<file path="config.mk">
export PLATFORM = sky130hd
export DESIGN_NAME = div_iter
export DESIGN_NICKNAME = d
export VERILOG_FILES = /design/src/rtl/div_iter_pkg.sv /design/src/rtl/div_iter_step.sv /design/src/rtl/div_iter.sv
export SDC_FILE = /design/constraint.sdc
export NUM_CORES = 1
export LEC_CHECK = 0
export ABC_AREA = 1
export BUFFER_PORTS_ARGS = -buffer_cell sky130_fd_sc_hd__buf_2
export CAP_MARGIN = 20
export CORE_MARGIN = 2
export CORE_UTILIZATION = 43
export DETAILED_ROUTE_END_ITERATION = 10
export MAX_ROUTING_LAYER = met4
export SYNTH_ARGS = -nofsm -noshare
export SYNTH_HDL_FRONTEND = slang
export SYNTH_SLANG_ARGS = --single-unit
</file>
<file path="constraint.sdc">
create_clock -name clk -period 5.8 [get_ports clk]
set_clock_uncertainty 0.15 [all_clocks]
set_input_delay 0.58 -clock clk [delete_from_list [all_inputs] [get_ports clk]]
set_output_delay 0.58 -clock clk [all_outputs]
set_load 0.02 [all_outputs]
</file>
<file path="src/rtl/div_iter_pkg.sv">
// Shared types and encodings for the iterative divider.
package div_iter_pkg;

  localparam int REG_BUS = 32;

  localparam logic DIV_START             = 1'b1;
  localparam logic DIV_STOP              = 1'b0;
  localparam logic DIV_RESULT_READY      = 1'b1;
  localparam logic DIV_RESULT_NOT_READY  = 1'b0;

  typedef enum logic [1:0] {
    S_IDLE = 2'd0,
    S_CALC = 2'd1,
    S_DONE = 2'd2
  } div_state_e;

endpackage

</file>
<file path="src/rtl/div_iter_step.sv">
// One restoring shift-subtract iteration; purely combinational.
module div_step #(
  parameter int WIDTH = 32
) (
  input  logic [WIDTH:0]   p_i,
  input  logic [WIDTH-1:0] q_i,
  input  logic [WIDTH-1:0] divisor_i,
  output logic [WIDTH:0]   p_o,
  output logic [WIDTH-1:0] q_o
);

  logic [WIDTH:0]   p_sh;
  logic [WIDTH-1:0] q_sh;
  logic [WIDTH+1:0] trial;

  always_comb begin
    p_sh  = {p_i[WIDTH-1:0], q_i[WIDTH-1]};
    q_sh  = {q_i[WIDTH-2:0], 1'b0};
    // One extra guard bit so the borrow is visible even when p_sh uses bit WIDTH.
    trial = {1'b0, p_sh} - {2'b00, divisor_i};
    if (!trial[WIDTH+1]) begin
      p_o = trial[WIDTH:0];
      q_o = q_sh | {{(WIDTH-1){1'b0}}, 1'b1};
    end else begin
      p_o = p_sh;
      q_o = q_sh;
    end
  end

endmodule

</file>
<file path="src/rtl/div_iter.sv">
// Multi-cycle radix-2 restoring divider for DIV.W/MOD.W/DIV.WU/MOD.WU.
//
// state  | meaning
// S_IDLE | ready_o=1, waiting for start_i
// S_CALC | 32 shift-subtract iterations
// S_DONE | done_o=1, results valid
module div_iter
  import div_iter_pkg::*;
#(
  parameter int WIDTH = REG_BUS
) (
  input  logic             clk,
  input  logic             rst,
  input  logic             start_i,
  input  logic             signed_i,
  input  logic [WIDTH-1:0] dividend_i,
  input  logic [WIDTH-1:0] divisor_i,
  input  logic             flush_i,
  output logic             ready_o,
  output logic             done_o,
  output logic [WIDTH-1:0] quotient_o,
  output logic [WIDTH-1:0] remainder_o
);

  localparam logic [5:0] CNT_LAST = 6'(WIDTH - 1);

  div_state_e       state;
  logic [5:0]       cnt;
  logic [WIDTH:0]   p_q;
  logic [WIDTH-1:0] q_q;
  logic [WIDTH-1:0] dvsr_q;
  logic             q_neg;
  logic             r_neg;

  logic [WIDTH:0]   p_nxt;
  logic [WIDTH-1:0] q_nxt;
  logic             a_neg;
  logic             b_neg;
  logic [WIDTH-1:0] a_abs;
  logic [WIDTH-1:0] b_abs;
  logic [WIDTH-1:0] q_fin;
  logic [WIDTH-1:0] r_fin;

  div_step #(.WIDTH(WIDTH)) u_step (
    .p_i      (p_q),
    .q_i      (q_q),
    .divisor_i(dvsr_q),
    .p_o      (p_nxt),
    .q_o      (q_nxt)
  );

  always_comb begin
    a_neg = signed_i & dividend_i[WIDTH-1];
    b_neg = signed_i & divisor_i[WIDTH-1];
    a_abs = a_neg ? (~dividend_i + WIDTH'(1)) : dividend_i;
    b_abs = b_neg ? (~divisor_i + WIDTH'(1)) : divisor_i;
    // Sign correction applied to the final iteration output so results land on the DONE edge.
    q_fin = q_neg ? (~q_nxt + WIDTH'(1)) : q_nxt;
    r_fin = r_neg ? (~p_nxt[WIDTH-1:0] + WIDTH'(1)) : p_nxt[WIDTH-1:0];
  end

  always_ff @(posedge clk or posedge rst) begin
    if (rst) begin
      state       <= S_IDLE;
      cnt         <= '0;
      p_q         <= '0;
      q_q         <= '0;
      dvsr_q      <= '0;
      q_neg       <= 1'b0;
      r_neg       <= 1'b0;
      ready_o     <= 1'b1;
      done_o      <= DIV_RESULT_NOT_READY;
      quotient_o  <= '0;
      remainder_o <= '0;
    end else if (flush_i) begin
      state   <= S_IDLE;
      cnt     <= '0;
      ready_o <= 1'b1;
      done_o  <= DIV_RESULT_NOT_READY;
    end else begin
      case (state)
        S_IDLE: begin
          done_o <= DIV_RESULT_NOT_READY;
          if (start_i == DIV_START) begin
            ready_o <= 1'b0;
            cnt     <= '0;
            p_q     <= '0;
            q_q     <= a_abs;
            dvsr_q  <= b_abs;
            q_neg   <= a_neg ^ b_neg;
            r_neg   <= a_neg;
            if (divisor_i == '0) begin
              state       <= S_DONE;
              done_o      <= DIV_RESULT_READY;
              quotient_o  <= '1;
              remainder_o <= dividend_i;
            end else begin
              state <= S_CALC;
            end
          end
        end
        S_CALC: begin
          p_q <= p_nxt;
          q_q <= q_nxt;
          cnt <= cnt + 6'd1;
          if (cnt == CNT_LAST) begin
            state       <= S_DONE;
            done_o      <= DIV_RESULT_READY;
            quotient_o  <= q_fin;
            remainder_o <= r_fin;
          end
        end
        S_DONE: begin
          state   <= S_IDLE;
          done_o  <= DIV_RESULT_NOT_READY;
          ready_o <= 1'b1;
        end
        default: begin
          state   <= S_IDLE;
          done_o  <= DIV_RESULT_NOT_READY;
          ready_o <= 1'b1;
        end
      endcase
    end
  end

endmodule
</file>
## Yosys cells after proc, flatten, opt, wreduce, memory -nomap -nowiden

Index checks and enable logic that the tools add are counted.
Widths: inputs -> output; s select.

- Register bits after elaboration: 172
- Output and inout port bits: 66
- Logic and storage cells: 77
- Input port bits: 69

- Bitwise operators: 8
- Multiplexer cells: 34
- Reduce and logical (&&, ||, !) cells: 10
- Add/subtract/negate cells: 6
- Equality and inequality tests: 8

Operators by type and width:

| cell | number |
|---|---|
| $mux 32 | 13 |
| $pmux 32 s2 | 4 |
| $add 32x1->32 const B | 4 |
| $not 32->32 | 4 |
| $sub 33x32->34 | 1 |
| $logic_not 32->1 | 1 |
| $mux 6 | 2 |
| $pmux 6 s2 | 1 |
| $mux 2 | 4 |
| $ne 2x2->1 const B | 4 |
| $mux 1 | 7 |
| $add 6x1->6 const B | 1 |
| $eq 6x5->1 const B | 1 |
| $ne 3x3->1 const B | 2 |
| $reduce_and 2->1 | 3 |
| $reduce_and 3->1 | 2 |
| $reduce_and 5->1 | 1 |
| $pmux 1 s2 | 2 |
| $pmux 2 s2 | 1 |
| $reduce_bool 3->1 | 1 |
| $and 1x1->1 | 2 |
| $eq 2x1->1 const B | 1 |
| $logic_not 2->1 | 1 |
| $reduce_bool 2->1 | 1 |
| other kinds (2) | 2 |

## Depth between registers and ports, before layout

Gate-level depths: netlist of run 1.

- Depth after elaboration: 7
- Gate-level depth with buffers: 29
- Gate-level depth less buffers: 28

## Hierarchy

A second synthesis of run 1 with hierarchy kept.

- Cells, all modules: 2402
- Area, all modules: 14398.8 um^2

Modules (own cells, without submodules):

| module | instances | cells an instance | area each (um^2) | seq. area each (um^2) |
|---|---|---|---|---|
| div_iter | 1 | 1708 | 10935.5 | 4330.4 |
| div_step | 1 | 694 | 3463.3 | 0.0 |

## Least setup slack after synthesis of run 1

Ideal clock, no wire load.

- Path type: reg-to-reg
- From: register p_q[1]
- To: register quotient_o[30]
- Arrival time: 3.555 ns
- Required time: 5.529 ns
- Library setup time: 0.121 ns
- Slack: 1.973 ns
- Cell stages (with the launch flop): 28
- Buffers on the path: 1
- Period minus slack after synthesis: 3.827 ns
- Cell sequence: dfrtp_1 -> ha_1 -> nand2_1 -> nand2_1 -> nand2_1 -> nand2_1 -> nand2_1 -> nand3_2 -> nand2_2 -> nand2_2 -> nand2_4 -> nand2_8 -> buf_8 -> inv_2 -> ha_1 -> nand3_1 -> nor3_2 -> nand3_1 -> nor3_2 -> nand4_1 -> nor2_2 -> nand3_1 -> nor2_2 -> nand3_1 -> nand2_1 -> o21ai_1 -> nor3_1 -> o21ai_1

- Cells in the longest elaborated chain, start to end: 7

Ends and longest elaborated chain:

| item | line | source |
|---|---|---|
| start, declared | div_iter.sv:29 | `logic [WIDTH:0] p_q;` |
| start signal, assigned | div_iter.sv:103 | `p_q <= p_nxt;` |
| $sub 33x32->34 | div_iter_step.sv:20 | `trial = {1'b0, p_sh} - {2'b00, divisor_i};` |
| $mux 1 | div_iter_step.sv:21 | `if (!trial[WIDTH+1]) begin` |
| $not 32->32 | div_iter.sv:58 | `q_fin = q_neg ? (~q_nxt + WIDTH'(1)) : q_nxt;` |
| $add 32x1->32 | div_iter.sv:58 |  |
| $mux 32 | div_iter.sv:58 |  |
| $mux 32 | div_iter.sv:106 | `if (cnt == CNT_LAST) begin` |
| $pmux 32 s2 | div_iter.sv:81 | `case (state)` |
| end signal, assigned | div_iter.sv:109 | `quotient_o <= q_fin;` |
| end, declared | div_iter.sv:21 | `output logic [WIDTH-1:0] quotient_o,` |

Every way passes these cells. The select of a mux whose other input is x is not followed.
A chain may end at the register's enable or synchronous reset.

## Final worst setup path of run 1

- From: register p_q[18]
- To: register quotient_o[26]

Same word-level chain as after synthesis.

==> flow_summary.ini, run 1 <==
[synth]
synthCells = 2022
ys_async_rst_share_pct = 100.0
synth-main-ff-cell = dfrtp_1
synth.distinct_cells = 61
ys_warn_count = 0
main_combinational_cell_family_by_area_after_synthesis = simple AND/OR/NAND/NOR gates
mux_cell_area_share_after_synthesis_pct = 0.07547
postSynthRegisterBits = 172
area_fraction_in_compound_gates_after_synthesis_pct = 15.40
synth-edff-count = 0
synth_xor_area_share_pct = 2.642
synth_simple_gate_area_share_pct = 35.04
post_synth.cell_area_avg_sq_um = 6.559
post_synth_design_cell_area_sq_mm = 0.01326
postSynthNetCount = 2129
synth_adder_area_share_pct = 3.642
synth-seq-area-share_pct = 32.46

[timing]
drv_slew = 0
hold_violations = 0
total_neg_setup_slack_ns = 0
final_count_of_negative_setup_slack_endpoints = 0
max_freq_mhz = 213.9
slew_headroom_pct = 36.31
worst_slew_pin_slew_ns = 0.9553
postLayoutSetupSlackWorst_ns = 1.124
grt_setup_unrepaired = no
finalCritPeriodShare_pct = 80.61
finalCriticalPeriod_ns = 4.676

[pwr]
p_sw_share_pct = 57.24
intPower_mw = 4.406
pwr-share-clk_pct = 11.0
pwr_density_cell_mw_per_mm2 = 696.7
logic_pwr_share_pct = 68.1
power.share.sequential_pct = 20.9
vdd.ir_drop.worst_uv = 302.3
p_sw_mw = 5.898
leak_pwr_nw = 7.597

[die]
die_area_sq_mm = 0.03227
die_height_um = 179.6
die_width_um = 179.6
placementRows = 64
design.portCount = 135
coreArea_sq_mm = 0.03051
initial_utilization_pct = 43.47

[global_routing]
grt_start_max_net_pins = 97
grt_pass1_vias = 12840
globalRouteTotalUtil_pct = 29.21
initial_antenna_violation_count = 1
overflow = 0
grt_first_pass_wirelength_um = 71770

[routing]
first_pass_iters = 5
post_drt_via_cell_ratio = 5.380
detail_route.drc_violations = 0
antenna_violating_nets_post_route = 0
route.vias.total = 13610
drt_first_iter_violations = 1296
wire_per_inst_um = 17.99
drt_wl_total_um = 45490

[setup_path]
crit_path_end_kind = register
critPathRequiredTime_ns = 5.97
reg2reg_setup_slack_ns = 1.12
timing.critical_path.from_type = register
cp.arrival_ns = 4.85
criticalPathCategory = reg -> reg
r2r_start = p_q[18]$_DFFE_PP0P_
startpoint = p_q[18]$_DFFE_PP0P_
timing.critical_path.fanout_max = 24

[cts]
cts_hold_repair.buffers = 0
clock_latency_ns = 0.46
clockRootBuffer = clkbuf_16
cts_buffers = 17
number_of_h_tree_levels = 4
clock_tree_from_tritoncts = yes
post_cts.resized_instances = 0
post-cts-setup-buffers = 0
number_of_clock_sinks = 172
cts_max_path_buffers = 2
worst_setup_hold_path_clk_slew_ns = 0.08

[layout]
post_route_cells_drive_above_1_share_pct = 12.24
final-instance-count-excl-fill = 2529
area_growth_pct = 11.51
filler_cell_count = 3167
final-seq-area_sq_mm = 0.004305
multi_input_comb_area_sq_mm = 0.007547
design_area_sq_mm = 0.01479
finalNetCount = 2226

[placed_design]
hpwl_um = 34760
gp_congestion = 0.9779
place_worst_setup_slack_ns = 1.206
placement.io_buffers = 134
dp_cells = 2496
dpl-instance-area_sq_mm = 0.01423

[min_path]
hold_path.class = in -> async

[flow_run]
cap_violations = 0

[status]
status = completed
[routing by layer]
metal / up-vias / track usage (%) / wire [um]
met5: - / - / 0
met4: 0 / 11.71 / 1700
met3: 88 / 3.728 / 2855
met2: 486 / 41.84 / 19210
met1: 6281 / 41.73 / 21720
li1: 6751 / - / -
[final timing paths]
path | to | cells after the start
min in group clk | ready_o$_DFFE_PP1P_ | 3
setup reg to reg | quotient_o[26]$_DFFE_PP0P_ | 24
hold reg to reg | quotient_o[29]$_DFFE_PP0P_ | 2
hold / removal | p_q[24]$_DFFE_PP0P_ | 2
setup / recovery | quotient_o[26]$_DFFE_PP0P_ | 24
max in group asynchronous | quotient_o[7]$_DFFE_PP0P_ | 3
[worst max-delay path: stages, from the launching register on]
cell     delay (ns)
dfrtp_1        0.40
ha_1           0.36
nand2_1        0.14
inv_1          0.05
nand2_1        0.06
nand2_1        0.11
a21oi_4        0.20
nor2_4         0.06
nor2_8         0.39
nand2_8        0.07
inv_2          0.20
ha_1           0.24
nand3_1        0.14
nor3_2         0.20
nand3_1        0.17
nor3_2         0.26
nand4_1        0.24
nor2_2         0.25
nand3_1        0.14
nor2_2         0.15
nand3_1        0.09
nand2_1        0.12
o21ai_0        0.09
a21oi_1        0.15
o21ai_0        0.08
[cells in the final DEF, fill, tap and decap left out, drive strengths merged, types with 12 or more instances in the layout]
cell type	n
inv	292
nor4	15
o21ai	160
nor2	194
ha	37
buf	148
nand3	154
clkbuf	23
xor2	30
o311ai	13
nor3	35
nand4	18
o211ai	15
nand2	613
dfrtp	171
or2	17
a21oi	78
nand3b	12
[synth_stat cells, drive strengths merged, types with 2 or more instances]
cell type	instances	area share, %
a22o	2	0.13
a2111oi	2	0.13
o311ai	13	0.86
o221ai	6	0.40
o22ai	10	0.47
o21ai	160	6.2
nor2	194	6.0
a22oi	2	0.11
a21oi	78	3.0
inv	288	8.2
xor2	30	2.0
or2	17	0.80
and3	2	0.094
nand4	18	0.85
xnor2	10	0.66
ha	37	3.5
nor3b	3	0.21
a31oi	10	0.47
a21o	2	0.11
dfrtp	171	32
a311o	3	0.23
o211ai	15	0.85
nand3b	12	0.68
nand2	613	18
and2	3	0.14
clkinv	2	0.057
o31ai	9	0.51
a21boi	10	0.57
nand3	154	6.0
a2bb2oi	8	0.53
o21a	11	0.62
buf	23	1.2
nor4	15	0.75
clkbuf	47	1.3
nor3	35	1.5
[final cells by class]
cell class	count	share of cell area [%]
sequential	172	29.11
tap	396	3.350
multi-input combinational	1490	51.03
antenna	1	0.01692
clock inverter	9	0.5330
inverter	290	7.394
clock buffer	23	3.232
timing repair buffer	148	5.330
[metrics by stage]
stage / total power [mW] / utilization [%] / hold WS, ns
3_3_place_gp: 8.998 / 46.64 / 0.3090
5_1_grt: 11.25 / 48.47 / 0.2424
2_1_floorplan: 7.082 / - / 0.3030
4_1_cts: 10.22 / 48.47 / 0.2193
3_5_place_dp: 9.057 / 46.64 / 0.3104
6_report: 10.30 / 48.47 / 0.1576
[power by group through the flow]
stage               clock, mW  combinational (mW)  sequential (mW)
floorplan                   0                4.76             2.32
global placement            0                6.86             2.14
detailed placement          0                6.90             2.16
CTS                      1.15                6.93             2.14
global route             1.20                7.83             2.22
finish                   1.14                7.01             2.15
[sequential cells by signal, summed over array words and instances, names as in the netlist]
name,count
q_q,32
done_o,1
r_neg,1
q_neg,1
ready_o,1
p_q,32
cnt,6
quotient_o,32
dvsr_q,32
state,2
remainder_o,32
[logic make-up after synthesis]
family                   count (synthesis)
flip-flops                             172
XOR/XNOR                                40
buffers and inverters                  360
multiplexers                             1
AO/OA/AOI/OAI                          344
AND/OR/NAND/NOR                       1067
adder cells (fa/ha/maj)                 38
(Power assumes the default switching activity.)
==> inputs of run 2 (changes only) <==
Clock period 5.8 ns to 3.8 ns, I/O delays scaled along.
==> flow_summary.ini, run 2 (synthesis gave the netlist of run 1 again) <==
[pwr]
leak_pwr_nw = 8.144
power.share.sequential_pct = 18.9
p_sw_mw = 9.680
pwr_density_cell_mw_per_mm2 = 1089
vdd.ir_drop.worst_uv = 490.7
p_sw_share_pct = 55.20
logic_pwr_share_pct = 71.2
intPower_mw = 7.858
pwr-share-clk_pct = 10.0
design_power_mw = 17.54

[setup_path]
cp_common_cell = nand2_2
critPathRequiredTime_ns = 3.99
criticalPathCategory = reg -> reg
timing.critical_path.from_type = register
path_delay_family = simple AND/OR/NAND/NOR gates
critPathSlowestCell = dfrtp_1
crit_path_end_kind = register
timing.critical_path.fanout_max = 3
cp.arrival_ns = 3.83
worstPathBufferInverterCount = 3
cp_slowest_stage_delay_ns = 0.42

[timing]
finalCriticalPeriod_ns = 3.644
grt_setup_unrepaired = yes
drv_slew = 0
slew_headroom_pct = 37.60
final_count_of_negative_setup_slack_endpoints = 0
worst_slew_pin_slew_ns = 0.9349
finalCritPeriodShare_pct = 95.89
max_freq_mhz = 274.4
hold_violations = 0

[cts]
clock_latency_ns = 0.46
clock_tree_from_tritoncts = yes
cts_buffers = 17
cts_max_path_buffers = 2
number_of_h_tree_levels = 4
worst_setup_hold_path_clk_slew_ns = 0.07
clockRootBuffer = clkbuf_16
number_of_clock_sinks = 172

[routing]
route.vias.total = 14020
detail_route.drc_violations = 0
post_drt_via_cell_ratio = 5.324
antenna_violating_nets_post_route = 0
first_pass_iters = 5
drt_first_iter_violations = 1164
wire_per_inst_um = 17.87
drt_wl_total_um = 47060

[layout]
layout_common_cells = 567 x nand2_1, 265 x inv_1, 174 x nor2_1, 170 x dfrtp_1
multi_input_comb_area_sq_mm = 0.008015
layout.cells.most_common = nand2_1
filler_cell_count = 3108
finish.utilization_pct = 52.79
final-instance-count-excl-fill = 2633
post_route_cells_drive_above_1_share_pct = 19.79
final-seq-area_sq_mm = 0.004307
area_growth_pct = 21.44
finalNetCount = 2328

[die]
initial_utilization_pct = 43.47
die_area_sq_mm = 0.03227
placementRows = 64
die_width_um = 179.6
die_height_um = 179.6
coreArea_sq_mm = 0.03051
design.portCount = 135

[global_routing]
globalRouteTotalUtil_pct = 30.27
grt_start_max_net_pins = 77
initial_antenna_violation_count = 5
grt_pass1_vias = 13430
overflow = 0
grt_first_pass_wirelength_um = 74200

[flow_run]
cap_violations = 0

[placed_design]
gp_congestion = 1.016
placement.io_buffers = 134
hpwl_um = 36740
dp_cells = 2579

[min_path]
hold_path.class = in -> reg

[status]
status = completed
==> run 2: worst paths after layout <==
kind,startpoint,endpoint,slack (ns),cells past startpoint
worst max register to register,p_q[3]$_DFFE_PP0P_,quotient_o[24]$_DFFE_PP0P_,0.16,27
worst min-delay path,flush_i,ready_o$_DFFE_PP1P_,0.04,3
min in group asynchronous,rst,p_q[1]$_DFFE_PP0P_,0.28,3
max in group asynchronous,rst,p_q[31]$_DFFE_PP0P_,2.52,4
worst min register to register,quotient_o[29]$_DFFE_PP0P_,quotient_o[29]$_DFFE_PP0P_,0.32,2
worst max-delay path,p_q[3]$_DFFE_PP0P_,quotient_o[24]$_DFFE_PP0P_,0.16,27
==> run 2: power by group through the flow <==
stage	Clock, mW	Combinational (mW)	Sequential, mW
floorplan	0	7.44	3.57
CTS	1.78	11.9	3.27
global placement	0	11.8	3.27
finish	1.75	12.5	3.31
detailed placement	0	11.8	3.30
global route	1.85	13.8	3.41
==> run 2: worst reg2reg max path, stage by stage, from the launching register on <==
cell and delay (ns):
dfrtp_1 0.42, ha_4 0.26, nand2_2 0.07, inv_1 0.06, nand2_2 0.07, nand2_2 0.05, nand2_2 0.07, nand3_4 0.09
nand2_4 0.09, nand2_4 0.07, nand2_4 0.10, nand2_8 0.07, inv_6 0.06, ha_4 0.14, nand3_4 0.09, nor3_4 0.15
nand3_2 0.15, nor3_4 0.23, nand4_1 0.17, nor2_2 0.23, nand3_2 0.11, nor2_2 0.11, buf_4 0.13, nand2_2 0.04
nand2_2 0.07, o21ai_2 0.06, a21oi_1 0.14, o21ai_1 0.09
==> run 2: layout make-up <==
| type | instances | area share, % |
|---|---|---|
| antenna | 3 | 0.04661 |
| inverter | 290 | 6.813 |
| sequential | 172 | 26.74 |
| clock buffer | 18 | 2.727 |
| timing repair buffer | 250 | 10.05 |
| tap | 396 | 3.076 |
| multi-input combinational | 1490 | 49.76 |
| clock inverter | 14 | 0.7846 |
==> run 2: through the flow <==
stage          worst slack (ns)  TNS [ns]  area [sq um]  hold slack, ns
2_1_floorplan          0.004996         0         13470          0.3030
3_3_place_gp            0.04836         0         15120          0.2166
3_5_place_dp           -0.05490   -0.1702         15120          0.2120
4_1_cts                0.002094         0         15690         0.02691
5_1_grt                 -0.1042   -0.4383         16110         0.06766
6_report                 0.1563         0         16110         0.03706
==> run 2: metal layers <==
metal	vias to the layer above	global-route usage (%)	part of all wire, %
li1	6960	-	-
met1	6510	42.61	48
met2	470	44.63	43
met3	77	3.930	6.2
met4	0	10.93	3.1
met5	-	-	0
==> run 2: timing repair <==
item | CTS | global route
hold buffers | 1 | 0
endpoints found under the hold margin | 6 | 0
setup buffers | 0 | 18
resized for setup | 0 | 72
endpoints found under the setup margin | 4 | 24
pin swaps | 3 | 32
==> inputs of run 3 (changes only) <==
Settings changed: ABC_AREA 1 to default, SYNTH_HIERARCHICAL from default to 1.
==> flow_summary.ini, run 3 <==
[layout]
finish.utilization_pct = 59.35
insertedDiodeCount = 0
multi_input_comb_area_sq_mm = 0.008349
filler_cell_count = 2575
layout.cells.most_common = nand2_1
post_route_cells_drive_above_1_share_pct = 33.31
final-seq-area_sq_mm = 0.004308
area_growth_pct = 34.86
finalNetCount = 1895
layout_common_cells = 229 x nand2_1, 213 x buf_4, 169 x dfrtp_1, 134 x o21ai_0, 134 x buf_2

[synth]
synthCells = 1510
post_synth_design_cell_area_sq_mm = 0.01229
ys_warn_count = 6
postSynthNetCount = 1617
post_synth.cell_area_avg_sq_um = 8.142

[routing]
antenna_violating_nets_post_route = 0
drt_first_iter_violations = 747
detail_route.drc_violations = 0
post_drt_via_cell_ratio = 5.450
wire_per_inst_um = 17.94
drt_wl_total_um = 39100
first_pass_iters = 5
route.vias.total = 11880

[pwr]
pwr_density_cell_mw_per_mm2 = 1097
vdd.ir_drop.worst_uv = 1053
leak_pwr_nw = 7.523

[timing]
total_neg_setup_slack_ns = -6.775
finalCritPeriodShare_pct = 114.0
hold_violations = 0
slew_headroom_pct = 31.60
grt_setup_unrepaired = yes
final_count_of_negative_setup_slack_endpoints = 26
finalCriticalPeriod_ns = 4.332
drv_slew = 0
max_freq_mhz = 230.8
postLayoutSetupSlackWorst_ns = -0.5323
hold_slack_ns = 0.04356
worst_slew_pin_slew_ns = 1.026

[placed_design]
placement.io_buffers = 134
hpwl_um = 28030
gp_congestion = 0.9026

[cts]
clockRootBuffer = clkbuf_16
clock_latency_ns = 0.44
number_of_h_tree_levels = 4
cts_buffers = 17
number_of_clock_sinks = 172
cts_max_path_buffers = 2
clock_tree_from_tritoncts = yes
worst_setup_hold_path_clk_slew_ns = 0.07

[setup_path]
timing.critical_path.from_type = register
path_delay_family = simple AND/OR/NAND/NOR gates
crit_path_cell_trace = inv_2 -> ha_4 -> inv_2 -> fa_2 -> a211oi_2 -> o211a_1 -> o41ai_4 -> nor2_2 -> nor2_2 -> or4_1 -> a41o_1 -> or4_4 -> or3_4 -> buf_4 -> nor3_4 -> a22oi_1 -> a31oi_1 -> o21ai_1
cp.arrival_ns = 4.50
worstPathBufferInverterCount = 3
reg2reg_setup_slack_ns = -0.53
critPathSlowestCell = or4_4
criticalPathCategory = reg -> reg
crit_path_end_kind = register
cp_slowest_stage_delay_ns = 0.54
timing.critical_path.fanout_max = 3
critPathRequiredTime_ns = 3.97

[status]
violations = setup timing
status = finished with violations

[global_routing]
initial_antenna_violation_count = 0
overflow = 0
globalRouteTotalUtil_pct = 26.79
grt_start_max_net_pins = 173
grt_first_pass_wirelength_um = 63070
grt_pass1_vias = 11570

[min_path]
hold_path.class = in -> async

[die]
die_area_sq_mm = 0.02996
die_width_um = 173.1
design.portCount = 135
initial_utilization_pct = 44.01
placementRows = 61
coreArea_sq_mm = 0.02793
die_height_um = 173.1

[flow_run]
cap_violations = 0
run 3: final timing paths:
kind                                       startpoint                     endpoint  cells after the start
max in group asynchronous                         rst          p_q[20]$_DFFE_PP0P_                      3
min in group clk                        divisor_i[22]       dvsr_q[22]$_DFFE_PP0P_                      3
hold reg to reg            remainder_o[4]$_DFFE_PP0P_   remainder_o[4]$_DFFE_PP0P_                      2
hold / removal                                    rst   remainder_o[7]$_DFFE_PP0P_                      3
setup reg to reg                  q_q[31]$_DFFE_PP0P_  remainder_o[30]$_DFFE_PP0P_                     18
setup / recovery                  q_q[31]$_DFFE_PP0P_  remainder_o[30]$_DFFE_PP0P_                     18
run 3: area by class of cell:
cell class	instances	share of cell area, %
timing repair buffer	373	15.79
multi-input combinational	1167	50.36
sequential	172	25.98
clock buffer	19	2.671
inverter	57	1.373
clock inverter	13	0.9660
tap	378	2.853
run 3: layer usage:
metal  part of all wire [%]  GRT usage (%)  vias up  routed length (um)
met3                    4.2          3.320       43                1640
met4                    1.5          6.568        0                 595
li1                       -              -     5846                   -
met1                     47          37.09     5649               18540
met5                      0              -        -                   0
met2                     47          41.80      337               18320
run 3: power breakdown:
part	leakage [nW]	internal [mW]	switching [mW]
registers	2.28	2.18	0.514
clock network	0.295	1.01	0.839
logic	4.95	6.69	6.96
total	7.52	9.88	8.31
run 3: worst min-delay path: stages:
cell and delay [ns]:
buf_2 0.11, clkinvlp_4 0.07, buf_12 0.59
run 3: repair_timing:
action,in CTS,in global routing
setup buffers,28,23
gates resized for setup,132,127
hold buffers,0,0
endpoints found under the setup margin,51,58
endpoints found under the hold margin,0,0
gates cloned,0,0
pin swaps,68,104
run 3: per-stage QoR:
step                std cells  worst slack [ns]  instance area (sq um)  power, mW
detailed placement       2105           -0.7565                  14400      12.10
global route             2179           -0.7060                  16580      19.33
floorplan                1510           -0.4180                  12380      8.445
global placement         2105           -0.6652                  14400      12.01
finish                   2179           -0.5323                  16580      18.19
CTS                      2163           -0.5000                  15870      16.22
